`config.mk`:
```
export PLATFORM = sky130hd
export DESIGN_NAME = sram_port_arbiter
export DESIGN_NICKNAME = d
export VERILOG_FILES = /design/src/rtl/sram_port_arbiter_pkg.sv /design/src/rtl/sram_port_slot.sv /design/src/rtl/sram_port_arbiter.sv
export SDC_FILE = /design/constraint.sdc
export NUM_CORES = 1
export LEC_CHECK = 0
export ABC_AREA = 0
export BUFFER_PORTS_ARGS = -buffer_cell sky130_fd_sc_hd__buf_2
export CORE_MARGIN = 10
export CORE_UTILIZATION = 40
export CTS_CLUSTER_SIZE = 28
export DETAILED_ROUTE_END_ITERATION = 8
export PLACE_DENSITY = 0.73
export SLEW_MARGIN = 40
export SYNTH_ARGS = -nofsm -noshare
export SYNTH_HDL_FRONTEND = slang
export SYNTH_SLANG_ARGS = --single-unit
```
`constraint.sdc`:
```
create_clock -name clk -period 1.6 [get_ports clk]
set_input_delay 0.24 -clock clk [delete_from_list [all_inputs] [get_ports clk]]
set_output_delay 0.24 -clock clk [all_outputs]
set_load 0.01 [all_outputs]
```
`src/rtl/sram_port_arbiter_pkg.sv`:
```
// Shared types and constants for the SRAM port arbiter: FSM state encoding
// and the byte-strobe value used for reads.
package sram_port_arbiter_pkg;

  typedef enum logic [2:0] {
    ST_IDLE   = 3'd0,
    ST_D_REQ  = 3'd1,
    ST_D_WAIT = 3'd2,
    ST_I_REQ  = 3'd3,
    ST_I_WAIT = 3'd4
  } arb_state_e;

  localparam logic [3:0] WSTRB_NONE = 4'b0000;

endpackage

```
`src/rtl/sram_port_slot.sv`:
```
// Per-side completion tracker: remembers that an access finished and holds its
// read data until the pipeline advances past it.
module sram_port_slot #(
  parameter int DATA_W = 32
) (
  input  logic              clk,
  input  logic              resetn,
  input  logic              complete,
  input  logic              is_read,
  input  logic [DATA_W-1:0] rdata_in,
  input  logic              pipe_stall,
  output logic              done,
  output logic [DATA_W-1:0] rdata_out
);

  // NOTE: sequential state uses non-blocking assignments so every flop samples
  // the pre-edge values; blocking here would create order-dependent races.
  always_ff @(posedge clk) begin
    if (resetn) begin
      done      <= 1'b0;
      rdata_out <= '0;
    end else begin
      // A completion only sticks while the pipeline is frozen; once it advances
      // the result has been consumed and the flag must not block the next access.
      done <= pipe_stall & (done | complete);
      if (complete && is_read) begin
        rdata_out <= rdata_in;
      end
    end
  end

endmodule

```
`src/rtl/sram_port_arbiter.sv`:
```
// Funnels the core's instruction and data SRAM ports onto one memory port,
// one outstanding transaction at a time, and drives the fetch/memory stalls.
module sram_port_arbiter
  import sram_port_arbiter_pkg::*;
#(
  parameter bit DATA_FIRST = 1'b1,
  parameter int ADDR_W     = 32
) (
  input  logic              clk,
  input  logic              resetn,
  input  logic              inst_en,
  input  logic [ADDR_W-1:0] inst_addr,
  output logic [31:0]       inst_rdata,
  output logic              fetch_stall,
  input  logic              longest_stall_f,
  input  logic              data_en,
  input  logic [3:0]        data_wen,
  input  logic [ADDR_W-1:0] data_addr,
  input  logic [31:0]       data_wdata,
  output logic [31:0]       data_rdata,
  output logic              memory_stall,
  input  logic              longest_stall_m,
  output logic              mem_req,
  output logic              mem_wr,
  output logic [3:0]        mem_wstrb,
  output logic [ADDR_W-1:0] mem_addr,
  output logic [31:0]       mem_wdata,
  input  logic              mem_addr_ok,
  input  logic              mem_data_ok,
  input  logic [31:0]       mem_rdata
);

  arb_state_e state_q, state_d;
  logic       load_d, load_i;
  logic       i_done, d_done;
  logic       i_pend, d_pend, go_d;
  logic       i_complete, d_complete;

  assign i_pend = inst_en & ~i_done;
  assign d_pend = data_en & ~d_done;
  assign go_d   = d_pend & (DATA_FIRST | ~i_pend);

  always_ff @(posedge clk) begin
    if (resetn) state_q <= ST_IDLE;
    else        state_q <= state_d;
  end

  // NOTE: every signal driven here gets a default first, so no path through
  // the case can leave one unassigned and infer a latch.
  always_comb begin
    state_d = state_q;
    load_d  = 1'b0;
    load_i  = 1'b0;
    unique case (state_q)
      ST_IDLE: begin
        if (go_d) begin
          state_d = ST_D_REQ;
          load_d  = 1'b1;
        end else if (i_pend) begin
          state_d = ST_I_REQ;
          load_i  = 1'b1;
        end
      end
      ST_D_REQ:  if (mem_addr_ok) state_d = mem_data_ok ? ST_IDLE : ST_D_WAIT;
      ST_D_WAIT: if (mem_data_ok) state_d = ST_IDLE;
      ST_I_REQ:  if (mem_addr_ok) state_d = mem_data_ok ? ST_IDLE : ST_I_WAIT;
      ST_I_WAIT: if (mem_data_ok) state_d = ST_IDLE;
      default:   state_d = ST_IDLE;
    endcase
  end

  // Request fields are captured once at issue, so later core-side address
  // changes cannot disturb an accepted or in-flight request.
  always_ff @(posedge clk) begin
    if (resetn) begin
      mem_wr    <= 1'b0;
      mem_wstrb <= WSTRB_NONE;
      mem_addr  <= '0;
      mem_wdata <= '0;
    end else if (load_d) begin
      mem_wr    <= |data_wen;
      mem_wstrb <= data_wen;
      mem_addr  <= data_addr;
      mem_wdata <= data_wdata;
    end else if (load_i) begin
      mem_wr    <= 1'b0;
      mem_wstrb <= WSTRB_NONE;
      mem_addr  <= inst_addr;
    end
  end

  assign mem_req = (state_q == ST_D_REQ) || (state_q == ST_I_REQ);

  assign d_complete = mem_data_ok &
                      (((state_q == ST_D_REQ) & mem_addr_ok) | (state_q == ST_D_WAIT));
  assign i_complete = mem_data_ok &
                      (((state_q == ST_I_REQ) & mem_addr_ok) | (state_q == ST_I_WAIT));

  sram_port_slot #(.DATA_W(32)) u_inst_slot (
    .clk        (clk),
    .resetn     (resetn),
    .complete   (i_complete),
    .is_read    (1'b1),
    .rdata_in   (mem_rdata),
    .pipe_stall (longest_stall_f),
    .done       (i_done),
    .rdata_out  (inst_rdata)
  );

  // mem_wr is stable for the whole transaction, so it tells load from store.
  sram_port_slot #(.DATA_W(32)) u_data_slot (
    .clk        (clk),
    .resetn     (resetn),
    .complete   (d_complete),
    .is_read    (~mem_wr),
    .rdata_in   (mem_rdata),
    .pipe_stall (longest_stall_m),
    .done       (d_done),
    .rdata_out  (data_rdata)
  );

  assign fetch_stall  = ~resetn & inst_en & ~i_done;
  assign memory_stall = ~resetn & data_en & ~d_done;

endmodule

```
=== Yosys cells after proc, flatten, opt, wreduce, memory -nomap -nowiden ===
Index checks and enable logic that the tools add are counted.

* Eq/ne operators: 8
* Muxes and demuxes: 19
* Bitwise gates (word level): 20
* Reduce and logical (&&, ||, !) cells: 7

{| class="wikitable"
|+ Operators by type and width
! operator !! number
|-
| two-way mux 32 bit || 2
|-
| two-way mux 3 bit || 6
|-
| AND 1 bit || 12
|-
| one-hot mux 3 bit (4 select lines) || 1
|-
| two-way mux 4 bit || 2
|-
| two-way mux 1 bit || 7
|-
| == test 3 x 2 -> 1 bit (second input constant) || 2
|-
| != test 2 bit (second input constant) || 2
|-
| NOT 1 bit || 4
|-
| OR 1 bit || 4
|-
| AND reduction 4 bit || 1
|-
| OR reduction 4 bit || 1
|-
| == test 3 x 1 -> 1 bit (second input constant) || 1
|-
| == test 3 bit (second input constant) || 1
|-
| logical NOT 3 bit || 1
|-
| != test 3 bit (second input constant) || 1
|-
| two-way mux 2 bit || 1
|-
| != test 2 x 1 -> 1 bit (second input constant) || 1
|-
| nonzero test 2 bit || 1
|-
| OR reduction 2 bit || 1
|-
| logical AND 1 bit || 1
|-
| logical OR 1 bit || 1
|}

* Flip-flop bits (word level): 138
* Output and inout port bits: 136
* Word-level logic and storage cells: 63

=== Depth between registers and ports, before layout ===
Gate-level depths: netlist (run 1).

* Depth in word-level cells: 7
* Depth in mapped cells: 8
* Mapped depth without buffers: 4

=== By module ===
From an unflattened synthesis (run 1), not the netlist that was laid out.

* Cells, all modules: 668
* Area, all modules: 6258.5 um^2

{| class="wikitable"
|+ Modules (own cells, without submodules)
! module !! instances !! cells an instance !! area each (um^2)
|-
| sram_port_arbiter || 1 || 370 || 3153.0
|-
| sram_port_slot || 2 || 149 || 1552.7
|}

=== Worst setup path before layout (run 1) ===
OpenSTA, ideal clock, no wires.

* Kind: register to register
* Start: register state_q[1]
* End: register mem_wstrb[0]
* Library setup time: 128 ps
* Data arrival time: 1340 ps
* Required time: 1472 ps
* Slack: 133 ps
* Stages on the path, launching flop included: 8
* Path buffers: 3
* Period minus slack after synthesis: 1467 ps
* Path through: dfxtp_1 > buf_2 > nor3_2 > a21bo_2 > buf_2 > buf_2 > a22oi_1 > nor2_1

* Word-level cells in the longest chain between the ends: 3

{| class="wikitable"
|+ Ends and longest elaborated chain
! what !! line !! text
|-
| from (decl) || sram_port_arbiter.sv:33 || <nowiki>arb_state_e state_q, state_d;</nowiki>
|-
| from (signal assigned) || sram_port_arbiter.sv:45 || <nowiki>else state_q <= state_d;</nowiki>
|-
| logical NOT 3 bit * || sram_port_arbiter.sv:54 || <nowiki>unique case (state_q)</nowiki>
|-
| two-way mux 1 bit || sram_port_arbiter.sv:54 ||
|-
| two-way mux 4 bit or nonzero test 2 bit (tied branches) || n/a ||
|-
| to (signal assigned) || sram_port_arbiter.sv:82 || <nowiki>mem_wstrb <= data_wen;</nowiki>
|-
| to (decl) || sram_port_arbiter.sv:25 || <nowiki>output logic [3:0] mem_wstrb,</nowiki>
|}

Every way passes the cells marked *; elsewhere a longest branch is shown, timed or not.
A chain may end at the register's enable or synchronous reset.

=== Final worst setup path (run 1) ===
* Start: register state_q[0]
* End: register u_inst_slot.rdata_out[27]

* Word-level cells in the longest chain between the ends: 4

{| class="wikitable"
|+ Ends and longest elaborated chain
! what !! line !! text
|-
| == test 3 x 2 -> 1 bit || sram_port_arbiter.sv:97 || <nowiki>(((state_q == ST_I_REQ) & mem_addr_ok) | (state_q == ST_I_WAIT));</nowiki>
|-
| AND 1 bit || sram_port_arbiter.sv:97 ||
|-
| OR 1 bit * || sram_port_arbiter.sv:97 ||
|-
| AND 1 bit * || sram_port_arbiter.sv:96 || <nowiki>assign i_complete = mem_data_ok &</nowiki>
|-
| to (signal assigned) || sram_port_slot.sv:27 || <nowiki>rdata_out <= rdata_in;</nowiki>
|-
| to (decl) || sram_port_slot.sv:13 || <nowiki>output logic [DATA_W-1:0] rdata_out</nowiki>
|}

Marked as above.

==> results of run 1 <==
[timing repair]
| action | in CTS | in global routing |
|---|---|---|
| setup buffers | 0 | 2 |
| resized for setup | 2 | 8 |
| gates cloned | 0 | 2 |
| setup endpoints to repair | 19 | 73 |
| pin swaps | 0 | 2 |
[flip-flops by register name (all words and copies together), names as in the netlist]
register,cells
mem_addr,32
mem_wdata,32
mem_wr,1
mem_wstrb,4
state_q,3
u_data_slot.done,1
u_data_slot.rdata_out,32
u_inst_slot.done,1
u_inst_slot.rdata_out,32
[cells by family after synthesis]
family                 Yosys count
AOI/OAI and AO/OA              184
buffers and inverters           50
and+or+nand+nor                275
muxes                            2
DFF                            138
[worst min-delay path: stages]
cell and delay, ps:
buf_2 90, nand2_1 50, a21oi_1 50
[cells in the final DEF, fill, tap and decap left out, types with 5 or more instances in the layout]
cell       netlist  routed
nor2_1          34      34
buf_12           0      10
a211oi_1        27      26
buf_2           13     274
o21ai_0          7       7
clkbuf_16        0      19
dfxtp_1        138     135
nand2_1        227     226
nand2b_1         5       5
buf_4            8       5
a21oi_1        137     136
[how the worst max path moves through the flow]
stage / slack [ps] / cells past startpoint / to / startpoint
final: 60 / 5 / u_inst_slot.rdata_out[27] / state_q[0]
after global routing: -7 / 5 / u_inst_slot.rdata_out[11] / state_q[0]
after CTS: 4 / 5 / mem_addr[10] / state_q[0]
after detailed placement: -30 / 4 / u_inst_slot.rdata_out[20] / state_q[2]
after global placement: 30 / 4 / u_inst_slot.rdata_out[24] / state_q[2]
after floorplan: 130 / 7 / mem_wstrb[0] / state_q[1]
[power breakdown]
| group | total [mW] | leakage [nW] | switching, mW | internal, mW |
|---|---|---|---|---|
| logic | 1.79 | 2.06 | 1.04 | 0.752 |
| clock network | 3.91 | 0.292 | 1.45 | 2.46 |
| registers | 3.89 | 1.13 | 0.158 | 3.73 |
[through the flow]
step / worst slack, ps / hold slack (ps)
after CTS: 3.57 / 42.5
after global placement: 27.3 / 438
after global routing: -7.28 / 47.8
final: 64.8 / 60.6
after floorplan: 133 / 318
after detailed placement: -27.8 / 444
[layer usage]
layer | vias to the layer above | wire, um
met3 | 10 | 1640
li1 | 2670 | -
met5 | - | 0
met1 | 2487 | 7450
met2 | 196 | 9070
met4 | 0 | 172
[cell type report]
class | instances | area [sq um] | share of cell area (%)
inverter | 1 | 3.75 | 0.0504
clock inverter | 10 | 116 | 1.56
timing repair buffer | 291 | 1660 | 22.3
tap | 172 | 215 | 2.89
clock buffer | 22 | 484 | 6.51
multi-input combinational | 461 | 2190 | 29.5
sequential | 138 | 2770 | 37.2
==> results.cfg, run 1 <==
[run_status]
status = completed

[critical_path]
crit_path_max_incr_delay_ps = 440
path_cells = or3b_4 > a21boi_4 > clkbuf_16 > nand2_1 > a21oi_1
startpoint_type = flip-flop
r2r_end = u_inst_slot.rdata_out[27]
r2r-start = state_q[0]
crit_family = simple AND/OR/NAND/NOR gates
worstPathRequired_ps = 1940
end_kind = flip-flop
crit_type = flip-flop to flip-flop
reg2reg_depth = 5
ff2ff_setup_slack_ps = 60
worstPathMaxFanout = 16
crit_buf_inv = 1
cp.arrival_ps = 1870
cpMaxStageDelayCell = or3b_4

[grt]
grt_pass1_wl_um = 28400
grt_use_met3_pct = 8.57
antenna_found_initial = 0
grtUsageMet1_pct = 22.2
grt_usage_pct = 19.5
grt_max_degree = 70
grt_overflow = 0
grt_pass1_vias = 5275
grt.busiest_layer = met2
met2_usage_pct = 31.9

[power]
p_total_mw = 9.58
power_density_nw_per_um2 = 1290
p_leak_nw = 3.48
vdd_drop_max_v = 0.000799

[synth]
synth_top_area_cell = dfxtp_1
synth_seq_cells = 138
synthXorXnorAreaFrac_pct = 0
synth_most_common_cell = nand2_1
synth_compound_area_share_pct = 20.4
yosysTopAreaCellShare_pct = 53.4
synth-simple-area-share_pct = 20.9
yosysWarningCount = 0
synth_edf_count = 0
synthAdderAreaFrac_pct = 0
synth_seq_area_share_pct = 53.4
async_flop_share_pct = 0
synth_top_family_by_area = simple AND/OR/NAND/NOR gates
netlist_area_sq_um = 5170
avgSynthCellArea_sq_um = 7.97
yosysUniqueCellTypes = 29
synth_area_leaders = dfxtp_1 53%, nand2_1 16%, a21oi_1 13%
synth.mux.area_fraction_pct = 0.387
syn_nets = 789
ys_top_cells_by_count = 227 x nand2_1, 138 x dfxtp_1, 137 x a21oi_1
synthFlopType = dfxtp_1
syn_inst = 649

[floorplan]
coreArea_sq_um = 12600
die_h_um = 134
num_io_pins = 276
die_x_um = 134
start_util_pct = 41.0
num_rows = 41
die-area_sq_um = 17900

[clocking]
cts_num_sinks = 138
cts-htree-levels = 4
clk_pin_slew_ps = 60
hold_buffers = 0
worst_skew_pair.late_latency_ps = 410
numCtsBuffers = 17
max-clock-path-buffers = 2
cts_tree = built
cts_root_buf = clkbuf_16

[route]
via_per_inst = 4.90
antenna_left = 0
drtIter0Drc = 300
drc = 0
drtPass1Iterations = 5
post_drt_wl_per_cell_um = 16.7
vias = 5363
drt-total-wl_um = 18300

[placed_design]
dpl.hpwl_um = 13100
placed_area_sq_um = 6740
portBuffers = 275
place_congestion = 0.879
placedCellCount = 1059

[sta]
period_needed_ps = 1540
min_period_over_period_pct = 96.0
finalSetupTns_ps = 0
fmax_ghz = 0.651
max_slew.worst_pin.slew_ps = 415
drv_slew = 0
timing.final.setup_violations = 0
hold_viol = 0
maxSlewHeadroom_pct = 72.4
finClkSkew_ps = 7.23

[finish]
finalInstanceArea_sq_um = 7440
syn_to_final_growth_pct = 43.9
nNetsFinal = 1050
fillers = 1238
layout.cells.non_filler = 1095
drive_gt1_share_pct = 36.4
diodes = 0
utilization_pct = 59.0

[job]
drv_cap = 0

[hold_path]
hold_depth = 3
hold_path.startpoint = inst_addr[30]
hold_path_end = mem_addr[30]
hold_class = primary input to flip-flop
Note: power is estimated with default switching activity, not from simulation.
==> run 2, diff against run 1 <==
Clock period 1.6 ns to 1.95 ns, I/O delays scaled along.
==> results.cfg, run 2 (synthesized netlist as in run 1, its figures left out) <==
[run_status]
status = completed

[hold_path]
hold_path_end = u_inst_slot.done
hold_path.startpoint = longest_stall_f
hold_depth = 2
hold_class = primary input to flip-flop

[clocking]
max-clock-path-buffers = 2
cts_tree = built
cts_resized = 0
cts_num_sinks = 138
cts_setup_buffers = 0
hold_buffers = 0
cts_root_buf = clkbuf_16
numCtsBuffers = 17
worst_skew_pair.late_latency_ps = 420
clk_pin_slew_ps = 60
cts-htree-levels = 4

[route]
via_per_inst = 4.88
drt-total-wl_um = 17500
drc = 0
post_drt_wl_per_cell_um = 16.1
drtPass1Iterations = 4
vias = 5304
antenna_left = 0
drtIter0Drc = 363

[sta]
maxSlewHeadroom_pct = 55.7
timing.final.setup_violations = 0
finClkSkew_ps = 5.53
max_slew.worst_pin.slew_ps = 665
period_needed_ps = 1690
drv_slew = 0
finalSetupTns_ps = 0
fmax_ghz = 0.593
min_period_over_period_pct = 86.5
hold_viol = 0
rsz0062_at_grt = false

[finish]
finalInstanceArea_sq_um = 7220
nNetsFinal = 1043
syn_to_final_growth_pct = 39.6
utilization_pct = 57.2
mostFrequentLayoutCells = 274 x buf_2, 226 x nand2_1, 138 x dfxtp_1
fillers = 1210
drive_gt1_share_pct = 35.1
final_common_cell = buf_2
layout.cells.non_filler = 1087
diodes = 0

[critical_path]
crit_path_max_incr_delay_ps = 370
r2r_end = mem_addr[6]
worstPathRequired_ps = 2270
crit_type = flip-flop to flip-flop
crit_path_start = state_q[0]
cp.arrival_ps = 2000
worstPathMaxFanout = 69
reg2reg_depth = 5
end_kind = flip-flop
r2r-start = state_q[0]
path_cells = nor3_2 > and2_2 > buf_12 > a21oi_1 > a211oi_1
cpMaxStageDelayCell = dfxtp_1
startpoint_type = flip-flop
ff2ff_setup_slack_ps = 260

[floorplan]
num_rows = 41
die_h_um = 134
coreArea_sq_um = 12600
start_util_pct = 41.0
die-area_sq_um = 17900
die_x_um = 134
num_io_pins = 276

[grt]
grt_max_degree = 70
grt_overflow = 0
grt_usage_pct = 19.0
grt_pass1_vias = 5281
antenna_found_initial = 0
grt_pass1_wl_um = 27400

[placed_design]
portBuffers = 275
dpl.hpwl_um = 12900
place_congestion = 0.817
placed_area_sq_um = 6670
placedCellCount = 1056

[job]
drv_cap = 0

[power]
p_leak_nw = 3.38
vdd_drop_max_v = 0.000729
power_density_nw_per_um2 = 1040
p_total_mw = 7.53
-- run 2: changes by cell type in the layout (fill, tap and decap cells not counted), sizes merged --
cell,change
buf,-5
bufinv,-1
clkinv,-1
clkbuf,-1
-- run 2: worst max-delay path by stage --
stage | to | cells past startpoint
finish | mem_addr[6] | 5
global route | mem_addr[23] | 5
CTS | mem_addr[23] | 4
detailed placement | mem_addr[23] | 4
global placement | mem_addr[23] | 4
floorplan | mem_wstrb[0] | 7
-- run 2: critical path, delay by kind of cell (launching register included) --
kind	cells	cell delay, ps
buffers and inverters	1	280
and+or+nand+nor	2	540
DFF	1	370
AOI/OAI and AO/OA	2	390
-- run 2: area by class of cell --
type                            instances  area, sq um  area share, %
Clock buffer                           23          478           6.62
Inverter                                1         3.75         0.0520
Tap cell                              172          215           2.98
Timing Repair Buffer                  284         1520           21.1
Sequential cell                       138         2760           38.3
Clock inverter                          8         70.1          0.970
Multi-Input combinational cell        461         2170           30.0
-- run 2: report_power, final --
part	switching (mW)	internal, mW	leakage (nW)
Combinational	0.821	0.549	1.99
Clock	1.14	1.83	0.269
Sequential	0.122	3.06	1.13
Total	2.09	5.44	3.38
-- run 2: through the flow --
step                      worst slack, ps  hold WS (ps)
after floorplan                       483           371
after global placement                263           438
after detailed placement              192           443
after CTS                             166          91.7
after global routing                  112           101
final                                 264           110
-- run 2: routing by layer --
layer  vias up  wire length (um)  GRT usage [%]
li1       2660                 -              -
met1      2382              6840           20.7
met2       214              8120           29.6
met3        48              1840           9.74
met4         0               657           10.2
met5         -                 0              0
==> run 3, diff against run 2 <==
Settings changed: RECOVER_POWER set to 100.
==> results.cfg, run 3 (synthesized netlist as in run 1, its figures left out) <==
[critical_path]
cp.arrival_ps = 1980
crit_type = flip-flop to flip-flop
path_cells = nor3_2 > and2_2 > buf_12 > a21oi_1 > a211oi_1
crit_path_max_incr_delay_ps = 360
cpMaxStageDelayCell = dfxtp_1
worstSetupEndpoint = mem_addr[6]
worstPathRequired_ps = 2270
crit_family = simple AND/OR/NAND/NOR gates
crit_buf_inv = 1
end_kind = flip-flop
reg2reg_depth = 5
ff2ff_setup_slack_ps = 290
worstPathMaxFanout = 69
crit_path_start = state_q[0]
cp.depth = 5
startpoint_type = flip-flop
r2r_end = mem_addr[6]
r2r-start = state_q[0]

[sta]
min_period_over_period_pct = 85.2
rsz0062_at_grt = false
finalSetupTns_ps = 0
period_needed_ps = 1660
finClkSkew_ps = 7.64
drv_slew = 0
hold_viol = 0
max_slew.worst_pin.slew_ps = 653
maxSlewHeadroom_pct = 56.5
fmax_ghz = 0.602
worst_slack_ps = 289
timing.final.setup_violations = 0

[floorplan]
coreArea_sq_um = 12600
die_x_um = 134
start_util_pct = 41.0
die_h_um = 134
die-area_sq_um = 17900
num_io_pins = 276
num_rows = 41

[finish]
nNetsFinal = 1043
mostFrequentLayoutCells = 226 x nand2_1, 139 x clkbuf_1, 138 x buf_2, 138 x dfxtp_1, 137 x a21oi_1
fillers = 1292
diodes = 0
final_common_cell = nand2_1
finalInstanceArea_sq_um = 7050
drive_gt1_share_pct = 20.1
syn_to_final_growth_pct = 36.3

[clocking]
clk_pin_slew_ps = 60
cts_setup_buffers = 0
numCtsBuffers = 17
hold_buffers = 0
cts-htree-levels = 4
worst_skew_pair.late_latency_ps = 410
cts_num_sinks = 138
cts_root_buf = clkbuf_16
cts_resized = 0
max-clock-path-buffers = 2
cts_tree = built

[grt]
grt_usage_pct = 19.0
antenna_found_initial = 0
grt_pass1_vias = 5281
grt_max_degree = 70
grt_pass1_wl_um = 27400
grt_overflow = 0

[route]
drtIter0Drc = 300
drc = 0
via_per_inst = 4.85
vias = 5277
antenna_left = 0
post_drt_wl_per_cell_um = 16.0
drtPass1Iterations = 4
drt-total-wl_um = 17400

[hold_path]
hold_path.startpoint = longest_stall_f
hold_class = primary input to flip-flop

[power]
vdd_drop_max_v = 0.000735
p_leak_nw = 2.82
power_density_nw_per_um2 = 1060

[placed_design]
dpl_worst_slack_ps = 192
placed_area_sq_um = 6670
dpl.hpwl_um = 12900
place_congestion = 0.817
portBuffers = 275

[job]
drv_cap = 0

[run_status]
status = completed
-- run 3: layout make-up --
cell class | instances | area, sq um | share of cell area, %
clock buffer | 23 | 478 | 6.78
tap | 172 | 215 | 3.05
multi-input combinational | 461 | 2170 | 30.7
sequential | 138 | 2760 | 39.2
clock inverter | 8 | 70.1 | 0.994
inverter | 1 | 3.75 | 0.0533
timing repair buffer | 284 | 1350 | 19.2
-- run 3: worst min path at each step --
stage	to	slack, ps	cells past startpoint
after global routing	u_data_slot.done	100	2
after CTS	u_inst_slot.done	90	2
after global placement	mem_wdata[5]	440	2
final	u_inst_slot.done	110	2
after detailed placement	mem_wdata[1]	440	2
after floorplan	state_q[2]	370	1
-- run 3: through the flow --
step           hold WS (ps)  utilization, %  cells  power [mW]
4_1_cts                91.7            57.2   1087        7.60
6_report                110            55.8   1087        7.47
3_3_place_gp            438            52.8   1056        4.59
3_5_place_dp            443            52.8   1056        4.62
5_1_grt                 101            55.8   1087        7.84
2_1_floorplan           371               -    649        4.02
-- run 3: where the power goes --
group	internal, mW	switching, mW	leakage (nW)
sequential	3.06	0.128	1.13
clock	1.83	1.14	0.269
combinational	0.486	0.818	1.43
-- run 3: routing by layer --
metal	vias up	GRT usage, %	part of all wire, %
met2	212	29.6	48
met4	0	10.2	3.3
met1	2368	20.7	38
met5	-	0	0
met3	38	9.74	11
li1	2659	-	-
